<file path="config.mk">
export PLATFORM = sky130hd
export DESIGN_NAME = sram_arbiter
export DESIGN_NICKNAME = d
export VERILOG_FILES = /design/src/rtl/sram_arb_pkg.sv /design/src/rtl/sram_arb_pick.sv /design/src/rtl/sram_arbiter.sv
export SDC_FILE = /design/constraint.sdc
export NUM_CORES = 1
export LEC_CHECK = 0
export ABC_CLOCK_PERIOD_IN_PS = 3100
export CORE_MARGIN = 4
export CORE_UTILIZATION = 34
export DETAILED_ROUTE_END_ITERATION = 12
export HOLD_SLACK_MARGIN = 0.02
export PLACE_DENSITY = 0.77
export REMOVE_ABC_BUFFERS = 1
export SLEW_MARGIN = 20
export SYNTH_ARGS = -nofsm -noshare
export SYNTH_HDL_FRONTEND = slang
export SYNTH_SLANG_ARGS = --single-unit
</file>
<file path="constraint.sdc">
create_clock -name clk -period 3.1 [get_ports clk]
set_input_delay 0.62 -clock clk [delete_from_list [all_inputs] [get_ports clk]]
set_output_delay 0.62 -clock clk [all_outputs]
set_load 0.03 [all_outputs]
</file>
<file path="src/rtl/sram_arb_pkg.sv">
// -----------------------------------------------------------------------------
// sram_arb_pkg
// Shared definitions for the two-port SRAM arbiter:
//   - default word-address / data widths (16K x 32 data SRAM)
//   - arbiter FSM state encoding
// -----------------------------------------------------------------------------
package sram_arb_pkg;

  localparam int unsigned SRAM_ARB_ADDR_W = 14;
  localparam int unsigned SRAM_ARB_DATA_W = 32;

  typedef enum logic [1:0] {
    IDLE   = 2'd0,
    ACCESS = 2'd1,
    DONE   = 2'd2
  } sram_arb_state_e;

endpackage

</file>
<file path="src/rtl/sram_arb_pick.sv">
// -----------------------------------------------------------------------------
// sram_arb_pick
// Combinational grant selection between two requesters.
//   req0  : port 0 request
//   req1  : port 1 request
//   last  : index of the port served last
//   gnt   : granted port index (0 or 1); 0 when nothing is requested
//   valid : at least one request is present
// A tie goes to the port that was not served last. Tying last to 1 turns this
// into fixed priority for port 0.
// -----------------------------------------------------------------------------
module sram_arb_pick (
  input  logic req0,
  input  logic req1,
  input  logic last,
  output logic gnt,
  output logic valid
);

  always_comb begin
    valid = req0 | req1;
    gnt   = 1'b0;
    if (req0 && req1) begin
      gnt = ~last;
    end else if (req1) begin
      gnt = 1'b1;
    end
  end

endmodule

</file>
<file path="src/rtl/sram_arbiter.sv">
// -----------------------------------------------------------------------------
// sram_arbiter
// Arbitrates two requesters (port 0: pipeline data memory, port 1: loader /
// debug) onto one single-port SRAM with combinational read data. Each
// transaction walks IDLE -> ACCESS -> DONE, so at most one transaction is
// completed every three cycles. The SRAM itself lives in the parent.
//
// Ports:
//   clk, reset_n            clock, asynchronous active-low reset
//   req0/req1               level requests, held until ack
//   addr0/addr1             per-port word address
//   we0/we1                 per-port write enable (1 = write)
//   wd0/wd1                 per-port write data
//   ack0/ack1               one-cycle completion pulse
//   rdata0/rdata1           per-port read data (valid with ack)
//   sram_addr/sram_we/sram_wd  SRAM command
//   sram_rd                 SRAM combinational read data
//
// Build option:
//   SRAM_ARB_ROUND_ROBIN_EN  defined: ties go to the port not served last.
//                            undefined: port 0 always wins a tie.
// -----------------------------------------------------------------------------
module sram_arbiter
  import sram_arb_pkg::*;
#(
  parameter int unsigned ADDR_W = SRAM_ARB_ADDR_W,
  parameter int unsigned DATA_W = SRAM_ARB_DATA_W
) (
  input  logic              clk,
  input  logic              reset_n,
  input  logic              req0,
  input  logic              req1,
  input  logic [ADDR_W-1:0] addr0,
  input  logic [ADDR_W-1:0] addr1,
  input  logic              we0,
  input  logic              we1,
  input  logic [DATA_W-1:0] wd0,
  input  logic [DATA_W-1:0] wd1,
  output logic              ack0,
  output logic              ack1,
  output logic [DATA_W-1:0] rdata0,
  output logic [DATA_W-1:0] rdata1,
  output logic [ADDR_W-1:0] sram_addr,
  output logic              sram_we,
  output logic [DATA_W-1:0] sram_wd,
  input  logic [DATA_W-1:0] sram_rd
);

  sram_arb_state_e   state_q, state_d;
  logic              port_q, port_d;
  logic [ADDR_W-1:0] addr_q, addr_d;
  logic              we_q, we_d;
  logic [DATA_W-1:0] wd_q, wd_d;
  logic [DATA_W-1:0] rdata0_q, rdata0_d;
  logic [DATA_W-1:0] rdata1_q, rdata1_d;

  logic pick_gnt;
  logic pick_valid;
  logic last_srv;

  sram_arb_pick u_pick (
    .req0  (req0),
    .req1  (req1),
    .last  (last_srv),
    .gnt   (pick_gnt),
    .valid (pick_valid)
  );

`ifdef SRAM_ARB_ROUND_ROBIN_EN
  logic last_q, last_d;

  always_comb begin
    last_d = last_q;
    if (state_q == IDLE && pick_valid) begin
      last_d = pick_gnt;
    end
  end

  // Resetting to 1 gives port 0 the first tie after reset.
  always_ff @(posedge clk or negedge reset_n) begin
    if (!reset_n) begin
      last_q <= 1'b1;
    end else begin
      last_q <= last_d;
    end
  end

  assign last_srv = last_q;
`else
  assign last_srv = 1'b1;
`endif

  always_comb begin
    state_d  = state_q;
    port_d   = port_q;
    addr_d   = addr_q;
    we_d     = we_q;
    wd_d     = wd_q;
    rdata0_d = rdata0_q;
    rdata1_d = rdata1_q;

    case (state_q)
      IDLE: begin
        if (pick_valid) begin
          port_d  = pick_gnt;
          addr_d  = pick_gnt ? addr1 : addr0;
          we_d    = pick_gnt ? we1   : we0;
          wd_d    = pick_gnt ? wd1   : wd0;
          state_d = ACCESS;
        end
      end
      ACCESS: begin
        if (!we_q) begin
          if (port_q) begin
            rdata1_d = sram_rd;
          end else begin
            rdata0_d = sram_rd;
          end
        end
        state_d = DONE;
      end
      DONE: begin
        state_d = IDLE;
      end
      default: begin
        state_d = IDLE;
      end
    endcase
  end

  always_ff @(posedge clk or negedge reset_n) begin
    if (!reset_n) begin
      state_q  <= IDLE;
      port_q   <= 1'b0;
      addr_q   <= '0;
      we_q     <= 1'b0;
      wd_q     <= '0;
      rdata0_q <= '0;
      rdata1_q <= '0;
    end else begin
      state_q  <= state_d;
      port_q   <= port_d;
      addr_q   <= addr_d;
      we_q     <= we_d;
      wd_q     <= wd_d;
      rdata0_q <= rdata0_d;
      rdata1_q <= rdata1_d;
    end
  end

  // Write strobe is gated by state so only the ACCESS cycle can write; the
  // async reset drops it immediately, aborting any write in flight.
  assign sram_addr = addr_q;
  assign sram_wd   = wd_q;
  assign sram_we   = (state_q == ACCESS) && we_q;
  assign ack0      = (state_q == DONE) && !port_q;
  assign ack1      = (state_q == DONE) &&  port_q;
  assign rdata0    = rdata0_q;
  assign rdata1    = rdata1_q;

endmodule
</file>
Word level (Yosys, flattened, before mapping)
Cells that the tools add are included.
W data, S select, Z words.
Word-level totals
  bits of input ports: 130
  output and inout bits: 113
  logic and storage cells: 29
  flip-flop bits (word level): 114
Cells by class
  mux-type cells: 7
  reductions and logical operators: 9
  equality and inequality tests: 3
  bitwise logic cells: 3
Operators with widths (number)
  $mux W32: 1
  $mux W14: 1
  $reduce_and A3 Y1: 2
  $logic_and A1 B1 Y1: 4
  $pmux W2 S2: 1
  $mux W1: 3
  $eq A2 B1 Y1 const B: 1
  $eq A2 B2 Y1 const B: 1
  $logic_not A2 Y1: 1
  $mux W2: 1
  $ne A2 B2 Y1 const B: 1
  $not A1 Y1: 2
  $reduce_and A2 Y1: 1
  $logic_not A1 Y1: 1
  $or A1 B1 Y1: 1

Longest topological paths before layout
  depth after elaboration: 3
  mapped depth: 5
  mapped depth without buffers: 3

Cells and area by module
A second synthesis with hierarchy kept.
Unflattened totals
  cell total of the unflattened synthesis: 300
  area total of the unflattened synthesis: 5106.1 µm²
By module, submodules not included
  sram_arbiter: cells each 298, area each 5092.4 µm², seq. area each 2852.7 µm², instances 1
  sram_arb_pick: cells each 2, area each 13.8 µm², seq. area each 0.0 µm², instances 1

Worst setup path before layout
OpenSTA, ideal clock, no wires.
  path kind: register to output
  start: register port_q
  end: output ack0
  required time: 2.480 ns
  arrival: 1.160 ns
  path slack: 1.320 ns
  stages on the path, launching flop included: 2
  path buffers: 0
  cells stage by stage: dfrtp_1 -> nor3b_1
Between the ends
  word-level cells in the longest chain between the ends: 2
Ends and longest elaborated chain
  from (decl): line sram_arbiter.sv:50  | logic port_q, port_d;
  from (signal assigned): line sram_arbiter.sv:142  | port_q <= port_d;
  $logic_not A1 Y1: line sram_arbiter.sv:156  | assign ack0 = (state_q == DONE) && !port_q;
  $logic_and A1 B1 Y1: line sram_arbiter.sv:156
  to (decl): line sram_arbiter.sv:39  | output logic ack0,
Every way passes these cells.

Worst setup path in the final report
  start: register state_q[1]
  end: output sram_we
Between the ends
  word-level cells in the longest chain between the ends: 2
Ends and longest elaborated chain
  from (decl): line sram_arbiter.sv:49  | sram_arb_state_e state_q, state_d;
  from (signal assigned): line sram_arbiter.sv:141  | state_q <= state_d;
  $eq A2 B1 Y1: line sram_arbiter.sv:155  | assign sram_we = (state_q == ACCESS) && we_q;
  $logic_and A1 B1 Y1: line sram_arbiter.sv:155
  to (decl): line sram_arbiter.sv:44  | output logic sram_we,
Every way passes these cells.

==> impl_metrics.ini <==
[outcome]
run_status = finished, final reports clean

[layout]
drive_gt1_frac = 0.352
syn2layout_area_growth_pct = 62.9
nFillCells = 1146
nNetsFinal = 681
antenna_cells = 0

[worst_setup_path]
cp_slowest_cell = clkdlybuf4s50_1
path_class = reg2out
start_kind = register
max_stage_delay_ns = 0.69
setup.worst_path.end_class = output pin
crit_arrival_ns = 1.79
path_max_fanout = 4
crit_required_ns = 2.48
crit_chain = nor2b_4 > and2_1 > clkdlybuf4s50_1

[global_routing]
grt_pass1_wl_um = 19700
grt_pass1_vias = 3895
grt-ovfl-total = 0
grt_max_degree = 59
grt_usage = 0.149
antenna_found_initial = 0

[logic_synthesis]
synth-simple-area-share = 0.0159
netlist_instances = 300
synth_compound_area_frac = 0.00342
synth_top_family_by_area = multiplexers
synthMuxAreaShare = 0.391
synth_seq_cells = 114
synth_warnings = 0
yosysSeqAreaShare = 0.557
synthXorXnorAreaFrac = 0
syn_avg_cell_area_um2 = 17.1
ys_types = 17
synth.cell_area_um2 = 5120
synth_adder_area_share = 0

[clock_network]
post_cts_buffers = 0
clock-root-buffer = clkbuf_16
cts.path.max_buffers = 2
tritoncts = yes
clkLatencyLatePin_ns = 0.40
post_cts_resized = 0
path_clk_slew_ns = 0.05
numCtsBuffers = 17
hold_buffers = 0
htreeDepth = 4
clkSinkCount = 114

[sta]
final.period_utilization = 0.776
fmax_mhz = 416
fin_skew_ns = 0.00722
final-max-slew-violation-count = 0
finalHoldViolations = 0
finalSetupTns_ns = 0
tightest_slew_ns = 0.448
period_minus_slack_ns = 2.41
hold_ws_ns = 0.167
rsz0062_at_grt = false
slew_headroom = 0.702
setup_violations = 0

[place]
routabilityCongestion = 0.751
portBuffers = 242
dp_hpwl_um = 9540

[die]
fp.dieH_um = 131
fp.dieArea_um2 = 17100
rows = 44
core_um2 = 14600
io_pins = 243
fp.dieW_um = 131
start_util = 0.350

[route]
avgViaCountPerCell = 4.60
firstDrtPassIters = 4
drc = 0
dr.first_iter.drc_count = 52
wirelength_um = 12700
wl_per_cell_um = 17.0
dr_total_vias = 3439
antenna_left = 0

[power]
leakage_nw = 3.59
power.density_nw_per_um2 = 1160
vdd_ir_drop_max_v = 0.000489

[worst_hold_path]
hold_class = in2async

[flow_run]
cap_violations = 0
## state kept, by name, summed over array words and instances, names as in the netlist
name,flops
port_q,1
rdata0,32
rdata1,32
sram_addr,14
sram_wd,32
state_q,2
we_q,1
## cell usage in the layout (no fill, tap or decap)
cell | netlist | routed
a21oi_1 | 2 | 2
and2_1 | 1 | 1
and3b_1 | 2 | 2
buf_12 | 0 | 3
buf_4 | 2 | 5
bufinv_16 | 0 | 4
clkbuf_16 | 0 | 17
clkbuf_8 | 0 | 5
clkdlybuf4s50_1 | 0 | 241
clkinv_2 | 0 | 3
clkinv_4 | 0 | 1
clkinvlp_4 | 0 | 1
dfrtp_1 | 114 | 114
mux2_1 | 3 | 3
mux2_2 | 95 | 95
mux2_4 | 60 | 60
nand2b_4 | 1 | 1
nor2_1 | 1 | 1
nor2b_4 | 1 | 1
nor3b_1 | 1 | 1
nor3b_4 | 1 | 1
o21a_2 | 0 | 1
## Yosys cell counts (all sizes together)
cell type | count | area (um^2)
a21oi | 2 | 10.0
mux2 | 158 | 2000
dfrtp | 114 | 2850
and3b | 2 | 17.5
clkbuf | 1 | 5.00
buf | 16 | 160
nand2b | 1 | 13.8
nor3b | 2 | 26.3
and2 | 1 | 6.26
o21a | 1 | 7.51
nor2b | 1 | 13.8
nor2 | 1 | 3.75
## worst paths after layout
path | slack [ns] | end | from | depth (start not counted)
worst max-delay path | 0.69 | sram_we | state_q[1] | 3
worst min-delay path | 0.17 | rdata1[9] | reset_n | 1
worst max register to register | 1.34 | sram_addr[4] | state_q[1] | 4
worst min register to register | 0.48 | rdata1[6] | rdata1[6] | 1
max in group asynchronous | 2.26 | rdata0[25] | reset_n | 2
min in group clk | 0.48 | rdata1[6] | rdata1[6] | 1
## cells by family after synthesis
| logic type | Yosys count |
|---|---|
| AND/OR/NAND/NOR | 8 |
| flip-flops | 114 |
| multiplexers | 158 |
| AO/OA/AOI/OAI | 3 |
| buffers and inverters | 17 |
## through the flow
step	instances	setup WS [ns]	power, W	area [um^2]	utilization
final	747	0.694	0.00967	8340	0.570
after global routing	747	0.584	0.0101	8340	0.570
after CTS	747	0.649	0.00981	8340	0.570
after detailed placement	716	0.625	0.00765	7700	0.526
after global placement	716	0.655	0.00756	7700	0.526
after floorplan	283	0.414	0.00558	4960	-
## area by class of cell
| cell class | instances | area [um^2] | share of cell area |
|---|---|---|---|
| clock buffers | 22 | 494 | 0.0592 |
| clock inverters | 9 | 151 | 0.0181 |
| multi-input cells | 169 | 2100 | 0.252 |
| flip-flops and latches | 114 | 2850 | 0.342 |
| well taps | 184 | 230 | 0.0276 |
| repair buffers | 249 | 2510 | 0.301 |
## per-layer routing
| metal | vias up | routed length (um) | global-route usage |
|---|---|---|---|
| li1 | 1585 | - | - |
| met1 | 1669 | 5210 | 0.172 |
| met2 | 173 | 6140 | 0.250 |
| met3 | 12 | 1160 | 0.0650 |
| met4 | 0 | 170 | 0.0496 |
| met5 | - | 0 | 0 |
## critical path, delay by kind of cell (launching register included)
kind | cells | cell delay (ns)
and+or+nand+nor | 2 | 0.27
DFF | 1 | 0.43
buffers and inverters | 1 | 0.69
## power breakdown
part           total (W)  internal [W]  switching (W)
Sequential       0.00271       0.00226       0.000446
Clock            0.00210       0.00144       0.000653
Combinational    0.00486       0.00243        0.00244
Power figures use the tool's default switching activity.
